### src/rtl/b_countdown_timer_pkg.sv
// Shared definitions for the countdown timer: state encoding and default width.

package b_countdown_timer_pkg;

   localparam int DEFAULT_WIDTH = 8;

   typedef enum logic [1:0] {
      ST_IDLE = 2'd0,
      ST_RUN  = 2'd1,
      ST_DONE = 2'd2
   } state_e;

endpackage

### src/rtl/b_countdown_timer_core.sv
// Count register with load / reload / decrement mux and a ==1 detector used
// by the controller to spot the terminal step one cycle ahead.

module b_down_core
   import b_countdown_timer_pkg::*;
#(
   parameter int WIDTH = DEFAULT_WIDTH
) (
   input  logic             clk,
   input  logic             reset_n,
   input  logic             load_en,
   input  logic [WIDTH-1:0] load_value,
   input  logic             dec_en,
   input  logic             reload_en,
   output logic [WIDTH-1:0] count,
   output logic             is_one
);

   logic [WIDTH-1:0] count_q, count_d;
   logic [WIDTH-1:0] reload_q, reload_d;

   // Load has priority; the controller never asserts reload and decrement together.
   always_comb begin
      count_d  = count_q;
      reload_d = reload_q;
      if (load_en) begin
         count_d  = load_value;
         reload_d = load_value;
      end else if (reload_en) begin
         count_d = reload_q;
      end else if (dec_en) begin
         count_d = count_q - WIDTH'(1);
      end
   end

   always_ff @(posedge clk or negedge reset_n) begin
      if (!reset_n) begin
         count_q  <= '0;
         reload_q <= '0;
      end else begin
         count_q  <= count_d;
         reload_q <= reload_d;
      end
   end

   assign count  = count_q;
   assign is_one = (count_q == WIDTH'(1));

endmodule

### src/rtl/b_countdown_timer.sv
// Loadable down-counter/timer: valid/ready load, one-shot or auto-reload,
// registered one-cycle terminal-count strobe.

module b_countdown_timer
   import b_countdown_timer_pkg::*;
#(
   parameter int WIDTH = DEFAULT_WIDTH
) (
   input  logic             clk,
   input  logic             reset_n,
   input  logic             load_valid,
   output logic             load_ready,
   input  logic [WIDTH-1:0] load_value,
   input  logic             auto_reload,
   input  logic             enable,
   input  logic             abort,
   output logic [WIDTH-1:0] count_out,
   output logic             busy,
   output logic             done,
   output logic             tc_pulse
);

   state_e state_q, state_d;
   logic   mode_q, mode_d;
   logic   tc_q, tc_d;
   logic   load_en, dec_en, reload_en;
   logic   is_one;
   logic   accept;

   assign load_ready = (state_q != ST_RUN);
   assign accept     = load_valid && load_ready;

   b_down_core #(.WIDTH(WIDTH)) u_core (
      .clk        (clk),
      .reset_n    (reset_n),
      .load_en    (load_en),
      .load_value (load_value),
      .dec_en     (dec_en),
      .reload_en  (reload_en),
      .count      (count_out),
      .is_one     (is_one)
   );

   // Abort wins over counting; a one-shot terminal step is a plain decrement to zero.
   always_comb begin
      state_d   = state_q;
      mode_d    = mode_q;
      tc_d      = 1'b0;
      load_en   = 1'b0;
      dec_en    = 1'b0;
      reload_en = 1'b0;
      case (state_q)
         ST_IDLE, ST_DONE: begin
            if (accept) begin
               load_en = 1'b1;
               mode_d  = auto_reload;
               if (load_value == '0) begin
                  state_d = ST_DONE;
                  tc_d    = 1'b1;
               end else begin
                  state_d = ST_RUN;
               end
            end
         end
         ST_RUN: begin
            if (abort) begin
               state_d = ST_IDLE;
            end else if (enable) begin
               if (is_one) begin
                  tc_d = 1'b1;
                  if (mode_q) begin
                     reload_en = 1'b1;
                  end else begin
                     dec_en  = 1'b1;
                     state_d = ST_DONE;
                  end
               end else begin
                  dec_en = 1'b1;
               end
            end
         end
         default: state_d = ST_IDLE;
      endcase
   end

   always_ff @(posedge clk or negedge reset_n) begin
      if (!reset_n) begin
         state_q <= ST_IDLE;
         mode_q  <= 1'b0;
         tc_q    <= 1'b0;
      end else begin
         state_q <= state_d;
         mode_q  <= mode_d;
         tc_q    <= tc_d;
      end
   end

   assign busy     = (state_q == ST_RUN);
   assign done     = (state_q == ST_DONE);
   assign tc_pulse = tc_q;

endmodule

### config.mk
export PLATFORM = sky130hd
export DESIGN_NAME = b_countdown_timer
export DESIGN_NICKNAME = d
export VERILOG_FILES = /design/src/rtl/b_countdown_timer_pkg.sv /design/src/rtl/b_countdown_timer_core.sv /design/src/rtl/b_countdown_timer.sv
export SDC_FILE = /design/constraint.sdc
export NUM_CORES = 1
export LEC_CHECK = 0
export BUFFER_PORTS_ARGS = -buffer_cell sky130_fd_sc_hd__buf_2
export CAP_MARGIN = 20
export CELL_PAD_IN_SITES_DETAIL_PLACEMENT = 2
export CELL_PAD_IN_SITES_GLOBAL_PLACEMENT = 2
export CORE_MARGIN = 4
export CORE_UTILIZATION = 28
export DETAILED_ROUTE_END_ITERATION = 10
export PLACE_DENSITY_LB_ADDON = 0.05
export SLEW_MARGIN = 10
export SYNTH_ARGS = -nofsm -noshare
export SYNTH_HDL_FRONTEND = slang
export SYNTH_SLANG_ARGS = --single-unit
### constraint.sdc
create_clock -name clk -period 1.8 [get_ports clk]
set_input_delay 0.18 -clock clk [delete_from_list [all_inputs] [get_ports clk]]
set_output_delay 0.18 -clock clk [all_outputs]
set_load 0.01 [all_outputs]
== Yosys cells after proc, flatten, opt, wreduce, memory -nomap -nowiden ==
Index checks and enable logic that the tools add are counted.
Storage, ports and cells
  register bits after elaboration: 20
  word-level logic and storage cells: 49
Operators by class
  $add $sub $neg: 1
  equality and inequality tests: 8
  multiplexer cells: 28
  reductions and logical operators: 7
Operators by type and width (number)
  $mux W8: 3
  $mux W1: 17
  $mux W2: 6
  $eq A8 B1 Y1 const B: 1
  $logic_not A8 Y1: 1
  $sub A8 B1 Y8 const B: 1
  $ne A3 B3 Y1 const B: 2
  $pmux W2 S2: 1
  $reduce_and A4 Y1: 1
  $ne A3 B2 Y1 const B: 1
  $reduce_bool A3 Y1: 1
  $eq A2 B1 Y1 const B: 1
  $eq A2 B2 Y1 const B: 1
  $logic_not A2 Y1: 1
  $ne A2 B1 Y1 const B: 1
  $ne A2 B2 Y1 const B: 1
  $pmux W1 S2: 1
  $reduce_and A2 Y1: 1
  $reduce_or A2 Y1: 1
  $logic_and A1 B1 Y1: 1

== Longest topological paths before layout ==
Gate-level depths: netlist of the first run.
  depth in word-level cells: 8
  mapped depth: 7
  depth with buffers taken out: 6

== By module ==
A second synthesis of the first run with hierarchy kept.
Second synthesis, totals
  cells, all modules: 119
  area total of the unflattened synthesis: 1102.3 µm²
By module, submodules not included
  b_down_core: instances 1, cells each 94, area an instance 879.6 µm², seq. area each 400.4 µm²
  b_countdown_timer: instances 1, cells each 25, area an instance 222.7 µm², seq. area each 100.1 µm²

== Least setup slack after synthesis of the first run ==
No wires, ideal clock.
  kind: reg2reg
  start point: register u_core.count_q[2], in the netlist u_core.count[2]
  end point: register u_core.count_q[0], in the netlist u_core.count[0]
  setup time: 0.137 ns
  arrival time: 1.722 ns
  data required time: 1.663 ns
  path slack: -0.059 ns
  stages on the path, launching flop included: 6
  path buffers: 1
  period minus slack after synthesis: 1.859 ns
  cell sequence: dfrtp_1 or3_4 or4_1 buf_2 o211ai_1 o311ai_1
Between the ends
  longest elaborated chain between the ends: 7
  elaborated cells between the ends (all ways): 12
RTL lines
  start, declared: RTL line b_countdown_timer_core.sv:19  | logic [WIDTH-1:0] count_q, count_d;
  start signal, assigned: RTL line b_countdown_timer_core.sv:41  | count_q <= count_d;
  $eq A8 B1 Y1 (*): RTL line b_countdown_timer_core.sv:47  | assign is_one = (count_q == WIDTH'(1));
  $mux W1: RTL line b_countdown_timer.sv:69  | if (is_one) begin
  $mux W1: RTL line b_countdown_timer.sv:68  | end else if (enable) begin
  $mux W1: RTL line b_countdown_timer.sv:66  | if (abort) begin
  $mux W1: RTL line b_countdown_timer.sv:52  | case (state_q)
  $mux W8: RTL line b_countdown_timer_core.sv:29  | end else if (reload_en) begin
  $mux W8: RTL line b_countdown_timer_core.sv:26  | if (load_en) begin
Every way passes the cells marked *; elsewhere a longest branch is shown, timed or not.
A chain may end at the register's enable or synchronous reset.

== Worst setup path in the final report of the first run ==
  start point: register u_core.count_q[2], in the netlist u_core.count[2]
  end point: register u_core.count_q[1], in the netlist u_core.count[1]
The elaborated chain is that of the path after synthesis.

==> metrics.yaml, run 1 <==
status: "complete, but fails checks"
violations: "negative setup slack"
grt_pass1_vias: 1458
core_um2: 4030
synthCells: 131
numClockSinks: 20
cellLeakagePower_nw: 0.804
synth-edff-count: 0
io_buffers: 25
ys_types: 43
synth_area_um2: 1170
hold_class: "in2reg"
gp_congestion: 0.800
area_growth_pct: 44.7
pin_count: 26
final_nets: 202
crit_required_ns: 1.94
drc: 0
drive_gt1_frac: 0.416
tightest_slew_ns: 0.574
clock.fmax_ghz: 0.534
ys_top_cells_by_count: "nand2_1 (32), dfrtp_1 (20), inv_1 (7), nor3_1 (7), nor2_1 (5)"
synth_flop_cell: "dfrtp_1"
syn_nets: 147
startpoint_type: "flip-flop"
first_pass_iters: 4
async_reset_ff_frac: 1.00
layout_min_cycle_time_ns: 1.87
rsz0062_at_grt: "true"
cp-end-kind: "flip-flop"
slew_violations: 0
power_mw: 1.85
cp.arrival_ns: 2.01
synth_top_area_cell: "dfrtp_1"
dpl.hpwl_mm: 3.51
fin_crit_sh: 1.04
grt_overflow_total: 0
synth_most_common_cell: "nand2_1"
grt_pass1_wl_mm: 7.56
whs_ns: 0.105
crit_type: "reg2reg"
synth-seq-area-share: 0.426
num_rows: 23
die_h_um: 72.7
die_w_um: 72.7
clkLatencyLatePin_ns: 0.27
die_area_um2: 5290
htreeDepth: 1
setup_violations: 5
tns_ns: -0.178
grt_antenna_before_repair: 0
first_iter_violations: 52
cts.clk_slew.worst_paths_ns: 0.08
synth.top_cell.area_share: 0.426
hold_viol: 0
initial_core_util: 0.291
synthTopCellsByArea: "dfrtp_1 (43%), nand2_1 (10%), nor3_1 (3.0%)"
wl_mm: 4.72
antennaDiodeCount: 0
track_usage: 0.192
synth.avg_cell_area_um2: 8.96
ir_drop_mv: 0.389
post_drt_wl_per_cell_um: 20.1
timing.final.ws_setup_ns: -0.0726
cts_buffers: 3
clockBufferDepth: 2
cap_viol_max_count: 0
routed-via-count: 1240
via_per_inst: 5.28
antenna_left: 0
yosysWarnings: 0
finalClockSkew_ns: 0.00347
cp_max_fo: 4
cts_root_buf: "clkbuf_8"
grt_max_degree: 21
ys_ff_latch: 20
slew_headroom: 0.614
p_per_area_nw_per_um2: 1090
cts_tree: "done"
-- report_power, final --
group / internal (mW) / total (mW) / switching, mW
combinational: 0.389 / 0.835 / 0.446
sequential: 0.551 / 0.652 / 0.100
clock: 0.195 / 0.366 / 0.170
-- cell families after synthesis --
| logic type | Yosys count | synth area share |
|---|---|---|
| and+or+nand+nor | 62 | 0.273 |
| DFF | 20 | 0.426 |
| AOI/OAI and AO/OA | 28 | 0.180 |
| buffers and inverters | 14 | 0.0565 |
| adders and majority gates | 2 | 0.0213 |
| muxes | 4 | 0.0352 |
| xor gates and xnor gates | 1 | 0.00746 |
-- final timing paths --
path,cells past startpoint,slack (ns),from,endpoint
min reg2reg,2,0.47,u_core.reload_q[6],u_core.reload_q[6]
max in group asynchronous,2,1.03,reset_n,u_core.count[2]
max,6,-0.07,u_core.count[2],u_core.count[1]
min,3,0.10,auto_reload,mode_q
min in group asynchronous,2,0.41,reset_n,u_core.count[3]
max reg2reg,6,-0.07,u_core.count[2],u_core.count[1]
-- layout make-up --
| class | count | area, um2 |
|---|---|---|
| Clock buffer | 4 | 55.1 |
| Multi-Input combinational cell | 97 | 681 |
| Tap cell | 50 | 62.6 |
| Inverter | 7 | 26.3 |
| Fill cell | 456 | 2330 |
| Sequential cell | 20 | 502 |
| Timing Repair Buffer | 57 | 372 |
-- what timing repair did --
item                                    CTS  global route
hold buffers                              1             0
pin swaps                                 4             5
hold endpoints to repair                 20             0
setup buffers                             4             3
endpoints found under the setup margin   10            10
gates resized for setup                   8             8
-- layer usage --
metal	vias to the layer above	share of wire	global-route usage
met3	9	0.026	0.0220
met4	0	0.023	0.0697
met5	-	0	0
li1	584	-	-
met2	21	0.53	0.353
met1	626	0.42	0.227
-- sequential cells by signal, indices dropped and copies added, names as in the netlist --
name and flops:
u_core.count 8, mode_q 1, state_q 2, tc_pulse 1
u_core.reload_q 8
-- cell usage in the layout (no fill, tap or decap), types with 3 or more instances in the layout --
cell and count:
buf_2 25, inv_1 6, clkbuf_8 4, buf_4 30, dfrtp_1 19, nor2b_1 3, nor3_1 6, a31oi_1 3
nand2_1 32, nor2_1 5, mux2i_1 3
-- critical path, cell delays in order, from the launching register on --
cell	delay, ns
dfrtp_2	0.41
or3_4	0.40
buf_6	0.13
nor4_4	0.26
buf_4	0.20
mux2i_1	0.21
o221ai_1	0.13
-- through the flow --
stage	std cells	worst slack, ns	instance area [um2]	util
global placement	223	-0.0421	1500	0.373
CTS	232	-0.102	1630	0.405
floorplan	131	-0.0437	1170	-
detailed placement	223	-0.126	1500	0.373
finish	235	-0.0726	1700	0.421
global route	235	-0.144	1700	0.421
(Power assumes the default switching activity.)
==> inputs of run 2 (changes only) <==
Settings changed: BUFFER_PORTS_ARGS -buffer_cell sky130_fd_sc_hd__buf_2 to -buffer_cell sky130_fd_sc_hd__clkbuf_2.
==> metrics.yaml, run 2 (same netlist as run 1, synthesis figures left out) <==
hold_class: "in2reg"
dpl.hpwl_mm: 3.37
tns_ns: -0.149
crit_type: "reg2reg"
met1_length_mm: 1.94
ir_drop_mv: 0.426
cts_root_buf: "clkbuf_8"
rsz0062_at_grt: "true"
routed-via-count: 1221
fin_crit_sh: 1.04
io_buffers: 25
cp.arrival_ns: 2.00
grt_overflow_total: 0
wl_mm: 4.52
layout_commonest_cell: "nand2_1"
r2r_slack_ns: -0.07
pre_cts_ws_ns: -0.0861
seqCellArea_um2: 502
first_iter_violations: 36
dr_wl_met2_mm: 2.45
final_cells: 230
grt_pass1_wl_mm: 7.18
pwr-share-comb: 0.451
startpoint_type: "flip-flop"
antenna_left: 0
cellLeakagePower_nw: 0.778
tightest_slew_ns: 0.567
via_per_inst: 5.31
die_w_um: 72.7
p_per_area_nw_per_um2: 1060
setup_violations: 4
finish.utilization: 0.409
timing.final.ws_setup_ns: -0.0738
slew_violations: 0
core_um2: 4030
layout_min_cycle_time_ns: 1.87
area_growth_pct: 40.3
status: "complete, but fails checks"
cts_buffers: 3
gp_congestion: 0.810
die_h_um: 72.7
violations: "negative setup slack"
pin_count: 26
cts.clk_slew.worst_paths_ns: 0.08
cts_tree: "done"
crit_required_ns: 1.93
htreeDepth: 1
swShare: 0.388
power_frac_clock: 0.178
whs_path_depth: 3
slew_headroom: 0.622
min_to: "mode_q"
initial_core_util: 0.291
p_seq_frac: 0.370
layout_common_cells: "nand2_1 (32), clkbuf_2 (25), buf_4 (22), dfrtp_1 (19)"
grt_max_degree: 21
antennaDiodeCount: 0
clockBufferDepth: 2
highest_layer: "met4"
clkLatencyLatePin_ns: 0.26
drive_gt1_frac: 0.383
post_drt_wl_per_cell_um: 19.7
cp_max_fo: 5
r2r-start: "u_core.count[2]"
min_from: "auto_reload"
multiInputGateArea_um2: 666
finalClockSkew_ns: 0.00190
cp-end-kind: "flip-flop"
route.met3.wl_um: 113
first_pass_iters: 4
power_mw: 1.75
placed_cells: 221
clock.fmax_ghz: 0.534
cap_viol_max_count: 0
worstReg2RegEnd: "u_core.count[0]"
power_switching_uw: 679
drc: 0
reg2reg_depth: 5
numClockSinks: 20
hold_viol: 0
grt_pass1_vias: 1367
track_usage: 0.178
p_int_mw: 1.07
grt_antenna_before_repair: 0
final_nets: 197
die_area_um2: 5290
num_rows: 23
nFillCells: 476
[run 2: cell types whose count changed in the layout (fill, tap and decap cells not counted), sizes merged]
cell | before | now
buf | 56 | 26
clkbuf | 4 | 29
[run 2: cell type report]
type / instances / area share
repair buffers: 52 / 0.210
well taps: 50 / 0.0380
inverters: 7 / 0.0160
flip-flops and latches: 20 / 0.305
multi-input cells: 97 / 0.404
clock buffers: 4 / 0.0274
[run 2: repair_timing]
| item | CTS | global route |
|---|---|---|
| hold buffers | 1 | 0 |
| resized for setup | 6 | 12 |
| endpoints found under the hold margin | 20 | 0 |
| setup buffers | 3 | 1 |
| setup endpoints to repair | 8 | 9 |
| pin swaps | 4 | 5 |
[run 2: metrics by stage]
stage / hold slack [ns] / cell area, um2
2_1_floorplan: -0.116 / 1170
3_3_place_gp: 0.202 / 1490
3_5_place_dp: 0.201 / 1490
4_1_cts: 0.105 / 1590
5_1_grt: 0.126 / 1650
6_report: 0.110 / 1650
[run 2: layer usage]
metal  GRT usage  up-vias
met1       0.223      629
li1            -      574
met4      0.0307        0
met5           0        -
met3      0.0275        2
met2       0.326       16
[run 2: worst max path at each step]
stage | start | to | depth (start not counted)
6_report | u_core.count[2] | u_core.count[0] | 5
5_1_grt | u_core.count[4] | u_core.count[1] | 6
4_1_cts | u_core.count[1] | u_core.count[0] | 8
3_5_place_dp | u_core.count[1] | u_core.count[0] | 6
3_3_place_gp | u_core.count[1] | u_core.count[0] | 6
2_1_floorplan | u_core.count[4] | u_core.count[0] | 5
[run 2: critical path, stage by stage (launching register included)]
cell	delay (ns)
dfrtp_2	0.41
or3_4	0.38
buf_6	0.12
or4_4	0.47
o211ai_1	0.24
o311ai_2	0.13
[run 2: power by group through the flow]
stage / Sequential [mW] / Clock (mW) / Combinational (mW)
after detailed placement: 0.650 / 0 / 0.706
final: 0.648 / 0.312 / 0.789
after global placement: 0.647 / 0 / 0.678
after global routing: 0.662 / 0.351 / 0.866
after floorplan: 0.672 / 0 / 0.332
after CTS: 0.641 / 0.325 / 0.748
